File: config.mk
export PLATFORM = sky130hd
export DESIGN_NAME = id_ex_hazard_stage_flat
export DESIGN_NICKNAME = d
export VERILOG_FILES = /design/src/rtl/id_ex_hazard_stage_if.sv /design/src/rtl/id_ex_hazard_stage.sv /design/src/flat_wrapper.sv
export SDC_FILE = /design/constraint.sdc
export NUM_CORES = 1
export LEC_CHECK = 0
export ABC_AREA = 1
export BUFFER_PORTS_ARGS = -buffer_cell sky130_fd_sc_hd__buf_2
export CAP_MARGIN = 20
export CORE_AREA = 3 3 143 145
export CTS_CLUSTER_DIAMETER = 60
export DETAILED_ROUTE_END_ITERATION = 6
export DIE_AREA = 0 0 146 148
export GPL_TIMING_DRIVEN = 1
export PLACE_DENSITY = 0.81
export REMOVE_ABC_BUFFERS = 1
export SYNTH_ARGS = -nofsm -noshare
export SYNTH_HDL_FRONTEND = slang
export SYNTH_SLANG_ARGS = --single-unit
File: constraint.sdc
create_clock -name clk -period 4 [get_ports clk]
set_clock_uncertainty 0.1 [all_clocks]
set_input_delay 0.8 -clock clk [delete_from_list [all_inputs] [get_ports clk]]
set_output_delay 0.8 -clock clk [all_outputs]
set_load 0.03 [all_outputs]
File: src/rtl/id_ex_hazard_stage_if.sv
`default_nettype none
// ============================================================================
// Module   : id_ex_hazard_stage_if
// Brief    : Decode-side, execute-side and status bundle of the ID/EX stage.
// Revision : 1.0 - initial release
// ============================================================================
interface id_ex_hazard_stage_if #(
    parameter int XLEN    = 32,
    parameter int CTRL_W  = 8,
    parameter int COUNT_W = 16
);
    logic                if_id_valid;
    logic [4:0]          if_id_rs1, if_id_rs2, if_id_rd;
    logic                if_id_use_rs1, if_id_use_rs2;
    logic [XLEN-1:0]     if_id_pc, if_id_rs1_data, if_id_rs2_data, if_id_imm;
    logic                if_id_reg_write, if_id_mem_read, if_id_mem_write;
    logic [CTRL_W-1:0]   if_id_ctrl;
    logic                ex_branch_taken;
    logic                mem_stall;

    logic                pc_write, if_id_write, if_id_flush;

    logic                id_ex_valid;
    logic [4:0]          id_ex_rs1, id_ex_rs2, id_ex_rd;
    logic                id_ex_use_rs1, id_ex_use_rs2;
    logic [XLEN-1:0]     id_ex_pc, id_ex_rs1_data, id_ex_rs2_data, id_ex_imm;
    logic                id_ex_reg_write, id_ex_mem_read, id_ex_mem_write;
    logic [CTRL_W-1:0]   id_ex_ctrl;

    logic [COUNT_W-1:0]  bubble_count, flush_count, hold_count;
    logic                hold_timeout;

    modport master (
        output if_id_valid, if_id_rs1, if_id_rs2, if_id_rd, if_id_use_rs1, if_id_use_rs2,
               if_id_pc, if_id_rs1_data, if_id_rs2_data, if_id_imm,
               if_id_reg_write, if_id_mem_read, if_id_mem_write, if_id_ctrl,
               ex_branch_taken, mem_stall,
        input  pc_write, if_id_write, if_id_flush,
               id_ex_valid, id_ex_rs1, id_ex_rs2, id_ex_rd, id_ex_use_rs1, id_ex_use_rs2,
               id_ex_pc, id_ex_rs1_data, id_ex_rs2_data, id_ex_imm,
               id_ex_reg_write, id_ex_mem_read, id_ex_mem_write, id_ex_ctrl,
               bubble_count, flush_count, hold_count, hold_timeout
    );

    modport slave (
        input  if_id_valid, if_id_rs1, if_id_rs2, if_id_rd, if_id_use_rs1, if_id_use_rs2,
               if_id_pc, if_id_rs1_data, if_id_rs2_data, if_id_imm,
               if_id_reg_write, if_id_mem_read, if_id_mem_write, if_id_ctrl,
               ex_branch_taken, mem_stall,
        output pc_write, if_id_write, if_id_flush,
               id_ex_valid, id_ex_rs1, id_ex_rs2, id_ex_rd, id_ex_use_rs1, id_ex_use_rs2,
               id_ex_pc, id_ex_rs1_data, id_ex_rs2_data, id_ex_imm,
               id_ex_reg_write, id_ex_mem_read, id_ex_mem_write, id_ex_ctrl,
               bubble_count, flush_count, hold_count, hold_timeout
    );
endinterface
`default_nettype wire

File: src/rtl/id_ex_hazard_stage.sv
`default_nettype none
// ============================================================================
// Module   : id_ex_hazard_stage
// Brief    : ID/EX register with load-use bubble, branch flush, stall hold.
// Revision : 1.0 - initial release
// ============================================================================
module id_ex_hazard_stage #(
    parameter int XLEN     = 32,
    parameter int CTRL_W   = 8,
    parameter int COUNT_W  = 16,
    parameter int MAX_HOLD = 64
) (
    input  logic                 clk,
    input  logic                 reset,
    id_ex_hazard_stage_if.slave  bus
);
    localparam int HOLD_W = $clog2(MAX_HOLD + 1);

    typedef enum logic [0:0] {ST_RUN = 1'b0, ST_HOLD = 1'b1} state_t;

    typedef struct packed {
        logic              valid;
        logic [4:0]        rs1;
        logic [4:0]        rs2;
        logic [4:0]        rd;
        logic              use_rs1;
        logic              use_rs2;
        logic [XLEN-1:0]   pc;
        logic [XLEN-1:0]   rs1_data;
        logic [XLEN-1:0]   rs2_data;
        logic [XLEN-1:0]   imm;
        logic              reg_write;
        logic              mem_read;
        logic              mem_write;
        logic [CTRL_W-1:0] ctrl;
    } id_ex_t;

    id_ex_t             id_ex_d, id_ex_q, w_incoming;
    state_t             state_d, state_q;
    logic [HOLD_W-1:0]  hold_run_d, hold_run_q;
    logic               hold_timeout_d, hold_timeout_q;
    logic [COUNT_W-1:0] bubble_count_d, bubble_count_q;
    logic [COUNT_W-1:0] flush_count_d, flush_count_q;
    logic [COUNT_W-1:0] hold_count_d, hold_count_q;
    logic               w_lu_hazard;
    logic               w_pc_write, w_if_id_write, w_if_id_flush;

    function automatic logic [COUNT_W-1:0] sat_inc(input logic [COUNT_W-1:0] v);
        return (&v) ? v : v + {{(COUNT_W-1){1'b0}}, 1'b1};
    endfunction

    always_comb begin
        w_incoming.valid     = bus.if_id_valid;
        w_incoming.rs1       = bus.if_id_rs1;
        w_incoming.rs2       = bus.if_id_rs2;
        w_incoming.rd        = bus.if_id_rd;
        w_incoming.use_rs1   = bus.if_id_use_rs1;
        w_incoming.use_rs2   = bus.if_id_use_rs2;
        w_incoming.pc        = bus.if_id_pc;
        w_incoming.rs1_data  = bus.if_id_rs1_data;
        w_incoming.rs2_data  = bus.if_id_rs2_data;
        w_incoming.imm       = bus.if_id_imm;
        w_incoming.reg_write = bus.if_id_reg_write;
        w_incoming.mem_read  = bus.if_id_mem_read;
        w_incoming.mem_write = bus.if_id_mem_write;
        w_incoming.ctrl      = bus.if_id_ctrl;
    end

    // Only a load still sitting in EX forces a bubble; everything else forwards.
    assign w_lu_hazard = bus.if_id_valid & id_ex_q.valid & id_ex_q.mem_read &
                         (id_ex_q.rd != 5'd0) &
                         ((bus.if_id_use_rs1 & (bus.if_id_rs1 == id_ex_q.rd)) |
                          (bus.if_id_use_rs2 & (bus.if_id_rs2 == id_ex_q.rd)));

    always_comb begin
        id_ex_d        = id_ex_q;
        bubble_count_d = bubble_count_q;
        flush_count_d  = flush_count_q;
        hold_count_d   = hold_count_q;
        w_pc_write     = 1'b0;
        w_if_id_write  = 1'b0;
        w_if_id_flush  = 1'b0;
        if (reset) begin
            w_if_id_flush = 1'b1;
        end else if (bus.mem_stall) begin
            hold_count_d = sat_inc(hold_count_q);
        end else if (bus.ex_branch_taken) begin
            id_ex_d       = '0;
            w_pc_write    = 1'b1;
            w_if_id_write = 1'b1;
            w_if_id_flush = 1'b1;
            flush_count_d = sat_inc(flush_count_q);
        end else if (w_lu_hazard) begin
            id_ex_d        = '0;
            bubble_count_d = sat_inc(bubble_count_q);
        end else begin
            id_ex_d       = w_incoming;
            w_pc_write    = 1'b1;
            w_if_id_write = 1'b1;
        end
    end

    always_comb begin
        state_d    = state_q;
        hold_run_d = hold_run_q;
        case (state_q)
            ST_RUN: begin
                if (bus.mem_stall) begin
                    state_d    = ST_HOLD;
                    hold_run_d = HOLD_W'(1);
                end
            end
            ST_HOLD: begin
                if (bus.mem_stall) begin
                    if (hold_run_q != HOLD_W'(MAX_HOLD))
                        hold_run_d = hold_run_q + HOLD_W'(1);
                end else begin
                    state_d    = ST_RUN;
                    hold_run_d = '0;
                end
            end
            default: begin
                state_d    = ST_RUN;
                hold_run_d = '0;
            end
        endcase
        hold_timeout_d = hold_timeout_q | (hold_run_d == HOLD_W'(MAX_HOLD));
    end

    always_ff @(posedge clk) begin
        if (reset) begin
            id_ex_q        <= '0;
            state_q        <= ST_RUN;
            hold_run_q     <= '0;
            hold_timeout_q <= 1'b0;
            bubble_count_q <= '0;
            flush_count_q  <= '0;
            hold_count_q   <= '0;
        end else begin
            id_ex_q        <= id_ex_d;
            state_q        <= state_d;
            hold_run_q     <= hold_run_d;
            hold_timeout_q <= hold_timeout_d;
            bubble_count_q <= bubble_count_d;
            flush_count_q  <= flush_count_d;
            hold_count_q   <= hold_count_d;
        end
    end

    assign bus.pc_write        = w_pc_write;
    assign bus.if_id_write     = w_if_id_write;
    assign bus.if_id_flush     = w_if_id_flush;
    assign bus.id_ex_valid     = id_ex_q.valid;
    assign bus.id_ex_rs1       = id_ex_q.rs1;
    assign bus.id_ex_rs2       = id_ex_q.rs2;
    assign bus.id_ex_rd        = id_ex_q.rd;
    assign bus.id_ex_use_rs1   = id_ex_q.use_rs1;
    assign bus.id_ex_use_rs2   = id_ex_q.use_rs2;
    assign bus.id_ex_pc        = id_ex_q.pc;
    assign bus.id_ex_rs1_data  = id_ex_q.rs1_data;
    assign bus.id_ex_rs2_data  = id_ex_q.rs2_data;
    assign bus.id_ex_imm       = id_ex_q.imm;
    assign bus.id_ex_reg_write = id_ex_q.reg_write;
    assign bus.id_ex_mem_read  = id_ex_q.mem_read;
    assign bus.id_ex_mem_write = id_ex_q.mem_write;
    assign bus.id_ex_ctrl      = id_ex_q.ctrl;
    assign bus.bubble_count    = bubble_count_q;
    assign bus.flush_count     = flush_count_q;
    assign bus.hold_count      = hold_count_q;
    assign bus.hold_timeout    = hold_timeout_q;
endmodule
`default_nettype wire
File: src/flat_wrapper.sv
// flat-port wrapper written by rule: the top's interface ports become plain ports
module id_ex_hazard_stage_flat 
#(
    parameter int XLEN     = 32,
    parameter int CTRL_W   = 8,
    parameter int COUNT_W  = 16,
    parameter int MAX_HOLD = 64
)
  (clk, reset, bus_if_id_valid, bus_if_id_rs1, bus_if_id_rs2, bus_if_id_rd, bus_if_id_use_rs1, bus_if_id_use_rs2, bus_if_id_pc, bus_if_id_rs1_data, bus_if_id_rs2_data, bus_if_id_imm, bus_if_id_reg_write, bus_if_id_mem_read, bus_if_id_mem_write, bus_if_id_ctrl, bus_ex_branch_taken, bus_mem_stall, bus_pc_write, bus_if_id_write, bus_if_id_flush, bus_id_ex_valid, bus_id_ex_rs1, bus_id_ex_rs2, bus_id_ex_rd, bus_id_ex_use_rs1, bus_id_ex_use_rs2, bus_id_ex_pc, bus_id_ex_rs1_data, bus_id_ex_rs2_data, bus_id_ex_imm, bus_id_ex_reg_write, bus_id_ex_mem_read, bus_id_ex_mem_write, bus_id_ex_ctrl, bus_bubble_count, bus_flush_count, bus_hold_count, bus_hold_timeout);
  id_ex_hazard_stage_if #(.XLEN(XLEN), .CTRL_W(CTRL_W), .COUNT_W(COUNT_W)) bus_i ();
  input  logic clk;
  input  logic reset;
  input wire logic [$bits(bus_i.if_id_valid)-1:0] bus_if_id_valid;
  input wire logic [$bits(bus_i.if_id_rs1)-1:0] bus_if_id_rs1;
  input wire logic [$bits(bus_i.if_id_rs2)-1:0] bus_if_id_rs2;
  input wire logic [$bits(bus_i.if_id_rd)-1:0] bus_if_id_rd;
  input wire logic [$bits(bus_i.if_id_use_rs1)-1:0] bus_if_id_use_rs1;
  input wire logic [$bits(bus_i.if_id_use_rs2)-1:0] bus_if_id_use_rs2;
  input wire logic [$bits(bus_i.if_id_pc)-1:0] bus_if_id_pc;
  input wire logic [$bits(bus_i.if_id_rs1_data)-1:0] bus_if_id_rs1_data;
  input wire logic [$bits(bus_i.if_id_rs2_data)-1:0] bus_if_id_rs2_data;
  input wire logic [$bits(bus_i.if_id_imm)-1:0] bus_if_id_imm;
  input wire logic [$bits(bus_i.if_id_reg_write)-1:0] bus_if_id_reg_write;
  input wire logic [$bits(bus_i.if_id_mem_read)-1:0] bus_if_id_mem_read;
  input wire logic [$bits(bus_i.if_id_mem_write)-1:0] bus_if_id_mem_write;
  input wire logic [$bits(bus_i.if_id_ctrl)-1:0] bus_if_id_ctrl;
  input wire logic [$bits(bus_i.ex_branch_taken)-1:0] bus_ex_branch_taken;
  input wire logic [$bits(bus_i.mem_stall)-1:0] bus_mem_stall;
  output wire logic [$bits(bus_i.pc_write)-1:0] bus_pc_write;
  output wire logic [$bits(bus_i.if_id_write)-1:0] bus_if_id_write;
  output wire logic [$bits(bus_i.if_id_flush)-1:0] bus_if_id_flush;
  output wire logic [$bits(bus_i.id_ex_valid)-1:0] bus_id_ex_valid;
  output wire logic [$bits(bus_i.id_ex_rs1)-1:0] bus_id_ex_rs1;
  output wire logic [$bits(bus_i.id_ex_rs2)-1:0] bus_id_ex_rs2;
  output wire logic [$bits(bus_i.id_ex_rd)-1:0] bus_id_ex_rd;
  output wire logic [$bits(bus_i.id_ex_use_rs1)-1:0] bus_id_ex_use_rs1;
  output wire logic [$bits(bus_i.id_ex_use_rs2)-1:0] bus_id_ex_use_rs2;
  output wire logic [$bits(bus_i.id_ex_pc)-1:0] bus_id_ex_pc;
  output wire logic [$bits(bus_i.id_ex_rs1_data)-1:0] bus_id_ex_rs1_data;
  output wire logic [$bits(bus_i.id_ex_rs2_data)-1:0] bus_id_ex_rs2_data;
  output wire logic [$bits(bus_i.id_ex_imm)-1:0] bus_id_ex_imm;
  output wire logic [$bits(bus_i.id_ex_reg_write)-1:0] bus_id_ex_reg_write;
  output wire logic [$bits(bus_i.id_ex_mem_read)-1:0] bus_id_ex_mem_read;
  output wire logic [$bits(bus_i.id_ex_mem_write)-1:0] bus_id_ex_mem_write;
  output wire logic [$bits(bus_i.id_ex_ctrl)-1:0] bus_id_ex_ctrl;
  output wire logic [$bits(bus_i.bubble_count)-1:0] bus_bubble_count;
  output wire logic [$bits(bus_i.flush_count)-1:0] bus_flush_count;
  output wire logic [$bits(bus_i.hold_count)-1:0] bus_hold_count;
  output wire logic [$bits(bus_i.hold_timeout)-1:0] bus_hold_timeout;
  assign bus_i.if_id_valid = bus_if_id_valid;
  assign bus_i.if_id_rs1 = bus_if_id_rs1;
  assign bus_i.if_id_rs2 = bus_if_id_rs2;
  assign bus_i.if_id_rd = bus_if_id_rd;
  assign bus_i.if_id_use_rs1 = bus_if_id_use_rs1;
  assign bus_i.if_id_use_rs2 = bus_if_id_use_rs2;
  assign bus_i.if_id_pc = bus_if_id_pc;
  assign bus_i.if_id_rs1_data = bus_if_id_rs1_data;
  assign bus_i.if_id_rs2_data = bus_if_id_rs2_data;
  assign bus_i.if_id_imm = bus_if_id_imm;
  assign bus_i.if_id_reg_write = bus_if_id_reg_write;
  assign bus_i.if_id_mem_read = bus_if_id_mem_read;
  assign bus_i.if_id_mem_write = bus_if_id_mem_write;
  assign bus_i.if_id_ctrl = bus_if_id_ctrl;
  assign bus_i.ex_branch_taken = bus_ex_branch_taken;
  assign bus_i.mem_stall = bus_mem_stall;
  assign bus_pc_write = bus_i.pc_write;
  assign bus_if_id_write = bus_i.if_id_write;
  assign bus_if_id_flush = bus_i.if_id_flush;
  assign bus_id_ex_valid = bus_i.id_ex_valid;
  assign bus_id_ex_rs1 = bus_i.id_ex_rs1;
  assign bus_id_ex_rs2 = bus_i.id_ex_rs2;
  assign bus_id_ex_rd = bus_i.id_ex_rd;
  assign bus_id_ex_use_rs1 = bus_i.id_ex_use_rs1;
  assign bus_id_ex_use_rs2 = bus_i.id_ex_use_rs2;
  assign bus_id_ex_pc = bus_i.id_ex_pc;
  assign bus_id_ex_rs1_data = bus_i.id_ex_rs1_data;
  assign bus_id_ex_rs2_data = bus_i.id_ex_rs2_data;
  assign bus_id_ex_imm = bus_i.id_ex_imm;
  assign bus_id_ex_reg_write = bus_i.id_ex_reg_write;
  assign bus_id_ex_mem_read = bus_i.id_ex_mem_read;
  assign bus_id_ex_mem_write = bus_i.id_ex_mem_write;
  assign bus_id_ex_ctrl = bus_i.id_ex_ctrl;
  assign bus_bubble_count = bus_i.bubble_count;
  assign bus_flush_count = bus_i.flush_count;
  assign bus_hold_count = bus_i.hold_count;
  assign bus_hold_timeout = bus_i.hold_timeout;
  id_ex_hazard_stage #(.XLEN(XLEN), .CTRL_W(CTRL_W), .COUNT_W(COUNT_W), .MAX_HOLD(MAX_HOLD)) u_core (.clk(clk), .reset(reset), .bus(bus_i));
endmodule
After elaboration in Yosys (flattened, before gate mapping)
Index checks and enable logic that the tools add are counted.

operators by class
  $mul = 0
  equal/unequal tests = 4
  $lt $le $gt $ge = 0
  shifts and indexed selects = 0
  divide/modulo/power cells = 0
  reductions and logical operators = 7
  bitwise operators = 14
  muxes and demuxes = 14
  $add $sub $neg = 4

operators by type and width
  kind                                                             count
  157-bit 2-to-1 mux                                               2
  16-bit by 1-bit adder with 16-bit output, second input constant  3
  16-bit AND reduction                                             3
  7-bit 2-to-1 mux                                                 3
  7-bit case mux with 2 select lines                               1
  5-bit == test                                                    2
  1-bit 2-to-1 mux                                                 8
  7-bit by 1-bit adder with 7-bit output, second input constant    1
  7-bit == test, second input constant                             1
  7-bit != test, second input constant                             1
  1-bit AND                                                        6
  1-bit inverter                                                   6
  5-bit nonzero test                                               1
  4-bit AND reduction                                              1
  3-bit AND reduction                                              1
  1-bit bitwise OR                                                 2
  2-bit AND reduction                                              1

word-level totals
  output and inout port bits = 209
  bits in writable memories = 0
  latch bits = 0
  input bits = 161
  memories kept = 0
  bits in read-only memories = 0
  bits in registers = 214

Logic depth before layout (Yosys ltp)
Gate-level depths: netlist of run 1.

  word-level depth = 8
  depth in mapped cells = 11

Least setup slack after synthesis of run 1
No wires, ideal clock.

  path kind = input to output
  start = in reset
  end = out bus_pc_write
  data arrival time = 1,924 ps
  cell stages on the path = 6
  setup slack = 1,176 ps
  cells stage by stage = clkbuf_1 -> inv_1 -> clkbuf_1 -> o211ai_1 -> inv_1 -> buf_4

on the way
  cells in the longest elaborated chain, start to end = 1

ends and longest elaborated chain
  element           line                source
  from (decl)       flat_wrapper.sv:12  input logic reset;
  1-bit 2-to-1 mux  n/a
  to (decl)         flat_wrapper.sv:29  output wire logic [$bits(bus_i.pc_write)-1:0] bus_pc_write;

Every way passes these cells.

Final worst setup path of run 1
  start = reg u_core.id_ex_q, in the netlist u_core.bus.id_ex_rd[0]
  end = out bus_pc_write

on the way
  cells in the longest elaborated chain, start to end = 8

ends and longest elaborated chain
  element                                  line                                                source
  from (decl)                              id_ex_hazard_stage.sv:38                            id_ex_t id_ex_d, id_ex_q, w_incoming;
  from (signal assigned)                   id_ex_hazard_stage.sv:140                           id_ex_q <= id_ex_d;
  5-bit == test, on equally long branches  id_ex_hazard_stage.sv:72, id_ex_hazard_stage.sv:73
  1-bit AND, on equally long branches      id_ex_hazard_stage.sv:72, id_ex_hazard_stage.sv:73
  1-bit bitwise OR                         id_ex_hazard_stage.sv:72                            ((bus.if_id_use_rs1 & (bus.if_id_rs1 == id_ex_q.rd)) |
  1-bit AND *                              id_ex_hazard_stage.sv:71                            (id_ex_q.rd != 5'd0) &
  1-bit 2-to-1 mux *                       id_ex_hazard_stage.sv:93                            end else if (w_lu_hazard) begin
  1-bit 2-to-1 mux *                       id_ex_hazard_stage.sv:87                            end else if (bus.ex_branch_taken) begin
  1-bit 2-to-1 mux *                       id_ex_hazard_stage.sv:85                            end else if (bus.mem_stall) begin
  1-bit 2-to-1 mux *                       id_ex_hazard_stage.sv:83                            if (reset) begin

Every way passes the cells marked *; elsewhere a longest branch is shown, timed or not.

==> out/metrics.yaml, run 1 <==
timing:
  fmax_ghz: 0.325
  maxSlewViolCount: 0
  hold_violations: 0
  worst_slew_pin_slew_ns: 0.604
  fin_crit_sh: 0.770
  finalSetupViolations: 0
  min_period_ns: 3.08
  rsz0062_at_grt: "no"
  slew_headroom: 0.598
logic_synthesis:
  synth-simple-area-share: 0.214
  synth-seq-area-share: 0.496
  syn_avg_cell_area_um2: 7.38
  synth_top_family_by_area: "simple AND/OR/NAND/NOR gates"
  yosysTopAreaCell: "dfxtp_1"
  synth_top_area_frac: 0.496
  ys_types: 35
  ys_seq_elements: 214
  yosysWarnings: 0
  syn-cell-area_mm2: 0.00863
  synthMuxAreaShare: 0
  synth-adder-area-share: 0.00725
  synth_compound_area_frac: 0.138
  synth_xor_area_frac: 0.0244
  syn_inst: 1169
  yosys-top-cells-area: "dfxtp_1 50%, nand2_1 13%, inv_1 8.7%, o21ai_1 7.2%, nor2_1 3.4%"
power_and_ir_drop:
  cellPowerDensity_mw_per_mm2: 440
  p_leak_nw: 5.85
  peakVddDrop_v: 0.000315
  total_power_mw: 5.06
finish:
  drive_gt1_frac: 0.287
  syn_to_final_growth_pct: 33.2
  finish.utilization: 0.595
  fin_cells: 1808
  stdcell_area_mm2: 0.0115
  fin_nets: 1692
  nFillCells: 1773
clock_network:
  clock_path_buffers: 3
  htree_levels: 1
  worstSkewPairLatency_ns: 0.51
  cts-root-buf: "clkbuf_16"
  cts_resized: 0
  postCtsSetupRepairBufs: 0
  ctsHoldBuffers: 0
  clock_sinks: 214
  cts_made_buffers: 24
  cts_tree: "built"
  clk_pin_slew_ns: 0.06
route:
  drc: 0
  viasPerCell: 4.71
  num_vias: 8511
  ant_nets: 0
  drtPass1Iterations: 5
  routed_wl_mm: 27.0
  drtIter0Drc: 576
  wl_per_cell_um: 15.0
worst_hold_path:
  min_to: "u_core.bus.id_ex_imm[16]$_SDFFE_PP0N_"
  worstHoldPathType: "register to register"
  holdCritStartpoint: "u_core.bus.id_ex_imm[16]$_SDFFE_PP0N_"
  hold_depth: 2
worst_setup_path:
  arrival_ns: 2.18
  rrSetupSlack_ns: 1.56
  cp_cell_sequence: "inv_2, nand2_1, nand2_1, nor2_1, nand3_1, nand2_2, nand2_1, o211ai_1, inv_1, buf_2"
  critPathBufInv: 3
  cp_slowest_cell: "dfxtp_1"
  r2r_cells: 10
  timing.critical_path.mode_cell: "nand2_1"
  critPathRequiredTime_ns: 3.10
  reg2reg_to: "u_core.bus.id_ex_imm[29]$_SDFFE_PP0N_"
  cp_top_family: "simple AND/OR/NAND/NOR gates"
  critical_path_class: "register to primary output"
  r2r-start: "u_core.bus.id_ex_rd[0]$_SDFFE_PP0N_"
  startpoint_type: "register"
  crit_path_max_fanout: 4
  startpoint: "u_core.bus.id_ex_rd[0]$_SDFFE_PP0N_"
  slowest_delay_ns: 0.46
  crit_path_end_kind: "primary output"
global_route:
  grt_max_degree: 94
  grt_usage: 0.238
  grt_pass1_vias: 8139
  grt_antenna_before_repair: 3
  grt_pass1_wl_mm: 42.2
  overflow: 0
outcome:
  outcome: "complete, no violations"
place:
  place_area_mm2: 0.0107
  gp_congestion: 0.919
  post-dp-hpwl_mm: 20.4
  dp.cells: 1765
  port-buffer-count: 369
job:
  maxCapViolations: 0
floorplanning:
  core_mm2: 0.0193
  ioPinCount: 370
  rows: 51
  fp.dieArea_mm2: 0.0216
  die_w_um: 146
  initial_core_util: 0.446
  die_y_um: 148
==> Yosys cell counts (all sizes together) <==
library cell / n
nand2: 298
dfxtp: 214
inv: 208
o21ai: 172
nor2: 83
a21oi: 39
nand3: 36
buf: 31
clkbuf: 14
xor2: 14
nand4: 11
nor3: 10
xnor2: 10
o22ai: 8
ha: 5
nor3b: 4
o21bai: 3
and3: 2
nand3b: 2
a21boi: 1
a21o: 1
and2: 1
and3b: 1
o211ai: 1
==> routing by layer <==
layer  wire [um]  vias to the layer above  track usage  part of all wire
met4         849                        0       0.0865             0.031
li1            -                     4334            -                 -
met1       11200                     3825        0.296              0.42
met5           0                        -            0                 0
met2       12800                      290        0.402              0.47
met3        2130                       62       0.0628             0.079
==> worst reg2reg max path, cell delays in order, from the launching register on <==
cell and delay, ns:
dfxtp_1 0.46, inv_2 0.12, nand2_1 0.08, nand2_1 0.05, nor2_1 0.19, nand3_1 0.12
nand2_2 0.12, nand2_1 0.11, nand3_4 0.41, buf_12 0.39, o21ai_0 0.17
==> flip-flops by register name, indices dropped and copies added (netlist names), 5 cells and up <==
signal	count
u_core.bus.id_ex_imm	32
u_core.bus.id_ex_pc	32
u_core.bus.id_ex_rs1_data	32
u_core.bus.id_ex_rs2_data	32
u_core.bus.bubble_count	16
u_core.bus.flush_count	16
u_core.bus.hold_count	16
u_core.bus.id_ex_ctrl	8
u_core.hold_run_q	7
u_core.bus.id_ex_rd	5
u_core.bus.id_ex_rs1	5
u_core.bus.id_ex_rs2	5
==> worst max path at each step <==
stage | end | slack [ns] | cells after the start
finish | bus_pc_write | 0.92 | 10
global route | bus_pc_write | 0.67 | 10
CTS | bus_pc_write | 0.82 | 10
detailed placement | bus_pc_write | 1.06 | 10
global placement | bus_pc_write | 1.06 | 10
floorplan | u_core.bus.id_ex_mem_read$_SDFFE_PP0N_ | -0.34 | 4
==> through the flow <==
stage | hold WS [ns] | setup TNS (ns) | worst slack (ns)
2_1_floorplan | 0.381 | -10.01 | -0.343
3_3_place_gp | 0.333 | 0 | 1.06
3_5_place_dp | 0.339 | 0 | 1.06
4_1_cts | 0.353 | 0 | 0.818
5_1_grt | 0.372 | 0 | 0.674
6_report | 0.350 | 0 | 0.920
==> cell usage in the layout (no fill, tap or decap), types with 3 or more instances in the layout <==
master and count:
o21ai_1 125, a21oi_1 29, bufinv_16 4, nor3b_1 3, xnor2_1 10, clkbuf_8 6, o21ai_0 47, dfxtp_1 214
clkbuf_16 24, nor2_2 3, nand3_1 34, nor2_1 79, ha_1 5, o22ai_1 8, a21oi_2 10, inv_1 200
o21bai_1 3, inv_2 8, nand4_1 10, buf_4 4, xor2_1 14, nand2_1 296, buf_2 369, buf_12 3
clkbuf_1 4, nor3_1 9
==> cell type report <==
| class | instances | area [um2] | share of cell area |
|---|---|---|---|
| sequential | 214 | 4280 | 0.373 |
| inverter | 208 | 781 | 0.0679 |
| multi-input combinational | 702 | 3320 | 0.288 |
| clock buffer | 34 | 698 | 0.0607 |
| tap | 265 | 332 | 0.0288 |
| antenna | 2 | 5.00 | 0.000435 |
| timing repair buffer | 376 | 1940 | 0.168 |
| clock inverter | 7 | 146 | 0.0127 |
==> power breakdown <==
| group | internal [mW] | leakage (nW) | switching, mW |
|---|---|---|---|
| logic | 0.154 | 3.70 | 0.327 |
| clock network | 1.47 | 0.415 | 0.873 |
| registers | 2.20 | 1.74 | 0.0400 |
| total | 3.82 | 5.85 | 1.24 |
==> cell families after synthesis <==
logic type	Yosys count
adders and majority gates	5
buffers and inverters	253
xor gates and xnor gates	24
DFF	214
and+or+nand+nor	448
AOI/OAI and AO/OA	225
No activity file was read; power rests on OpenSTA's default activity.
==> inputs of run 2 (changes only) <==
==> constraint.sdc (replaced) <==
create_clock -name clk -period 3 [get_ports clk]
set_clock_uncertainty 0.1 [all_clocks]
set_input_delay 0.6 -clock clk [delete_from_list [all_inputs] [get_ports clk]]
set_output_delay 0.6 -clock clk [all_outputs]
set_load 0.03 [all_outputs]
==> out/metrics.yaml, run 2 (synthesis gave the netlist of run 1 again) <==
outcome:
  outcome: "complete, no violations"
finish:
  stdcell_area_mm2: 0.0116
  final_common_cell: "buf_2"
  fin_nets: 1699
  final_cell_mix: "369 x buf_2, 296 x nand2_1, 214 x dfxtp_1"
  drive_gt1_frac: 0.289
  fin_cells: 1819
  syn_to_final_growth_pct: 34.1
clock_network:
  clk_pin_slew_ns: 0.06
  cts_tree: "built"
  htree_levels: 1
  clock_sinks: 214
  worstSkewPairLatency_ns: 0.51
  postCtsSetupRepairBufs: 0
  cts_resized: 0
  cts-root-buf: "clkbuf_16"
  cts_made_buffers: 24
  ctsHoldBuffers: 0
  clock_path_buffers: 3
worst_hold_path:
  hold_depth: 3
  worstHoldPathType: "input port to register"
  holdCritStartpoint: "bus_if_id_pc[29]"
  min_to: "u_core.bus.id_ex_pc[29]$_SDFFE_PP0N_"
power_and_ir_drop:
  cellPowerDensity_mw_per_mm2: 570
  peakVddDrop_v: 0.000547
  p_leak_nw: 5.88
route:
  viasPerCell: 4.76
  drtIter0Drc: 519
  drtPass1Iterations: 5
  wl_per_cell_um: 14.8
  drc: 0
  ant_nets: 0
  routed_wl_mm: 27.0
  num_vias: 8652
global_route:
  grt_pass1_vias: 8242
  overflow: 0
  grt_pass1_wl_mm: 41.8
  grt_antenna_before_repair: 5
  grt_max_degree: 64
  grt_usage: 0.236
floorplanning:
  die_y_um: 148
  die_w_um: 146
  initial_core_util: 0.446
  rows: 51
  core_mm2: 0.0193
  ioPinCount: 370
  fp.dieArea_mm2: 0.0216
worst_setup_path:
  critical_path_class: "register to primary output"
  rrSetupSlack_ns: 0.86
  startpoint_type: "register"
  r2r_cells: 11
  crit_path_end_kind: "primary output"
  critPathRequiredTime_ns: 2.30
  r2r-start: "u_core.bus.flush_count[0]$_SDFFE_PP0P_"
  crit_path_max_fanout: 4
  arrival_ns: 2.05
  reg2reg_to: "u_core.bus.flush_count[8]$_SDFFE_PP0P_"
timing:
  whs_ns: 0.219
  worst_slew_pin_slew_ns: 0.591
  fin_crit_sh: 0.918
  fmax_ghz: 0.363
  rsz0062_at_grt: "no"
  maxSlewViolCount: 0
  finalSetupViolations: 0
  slew_headroom: 0.606
  hold_violations: 0
  min_period_ns: 2.75
place:
  port-buffer-count: 369
  gp_congestion: 0.910
  post-dp-hpwl_mm: 20.7
  place_area_mm2: 0.0108
  dp.cells: 1772
job:
  maxCapViolations: 0
-- run 2: how the worst max path moves through the flow --
stage | start | slack (ns) | to
global placement | bus_if_id_rs2[2] | 0.52 | bus_pc_write
detailed placement | bus_if_id_rs2[2] | 0.50 | bus_if_id_write
floorplan | bus_mem_stall | -1.14 | u_core.bus.id_ex_mem_read$_SDFFE_PP0N_
finish | u_core.bus.id_ex_rd[0]$_SDFFE_PP0N_ | 0.25 | bus_if_id_write
global route | u_core.bus.id_ex_rd[4]$_SDFFE_PP0N_ | 0.06 | bus_if_id_write
CTS | u_core.bus.id_ex_rd[0]$_SDFFE_PP0N_ | 0.22 | bus_if_id_write
-- run 2: report_power, final --
part	internal, mW	total, mW	switching [mW]
Sequential	2.93	2.98	0.0515
Clock	1.78	2.95	1.17
Combinational	0.219	0.661	0.442
-- run 2: routing by layer --
layer	vias to the layer above	GRT usage	routed length, um
li1	4352	-	-
met5	-	0	0
met2	365	0.386	12600
met1	3866	0.288	10800
met4	0	0.101	979
met3	69	0.0751	2550
-- run 2: critical path: stages (launching register included) --
cell and delay, ns:
dfxtp_1 0.42, inv_2 0.09, nand2_1 0.06, nand2_1 0.04, nor2_1 0.15, nand3_1 0.11, nand2_2 0.12, nand2_1 0.11
o211ai_1 0.18, inv_1 0.08, buf_2 0.18
-- run 2: area by class of cell --
type	count	area, um2
Fill cell	1746	7760
Sequential cell	214	4280
Clock inverter	10	146
Tap cell	265	332
Inverter	208	781
Timing Repair Buffer	383	2050
Clock buffer	31	647
Antenna cell	6	15.0
Multi-Input combinational cell	702	3320
-- run 2: through the flow --
stage | power [mW] | TNS (ns) | utilization | setup slack [ns]
after floorplan | 3.40 | -136.41 | - | -1.14
after global placement | 3.70 | 0 | 0.557 | 0.517
after detailed placement | 3.71 | 0 | 0.557 | 0.503
after CTS | 6.65 | 0 | 0.598 | 0.219
after global routing | 6.84 | 0 | 0.598 | 0.0560
final | 6.60 | 0 | 0.599 | 0.246
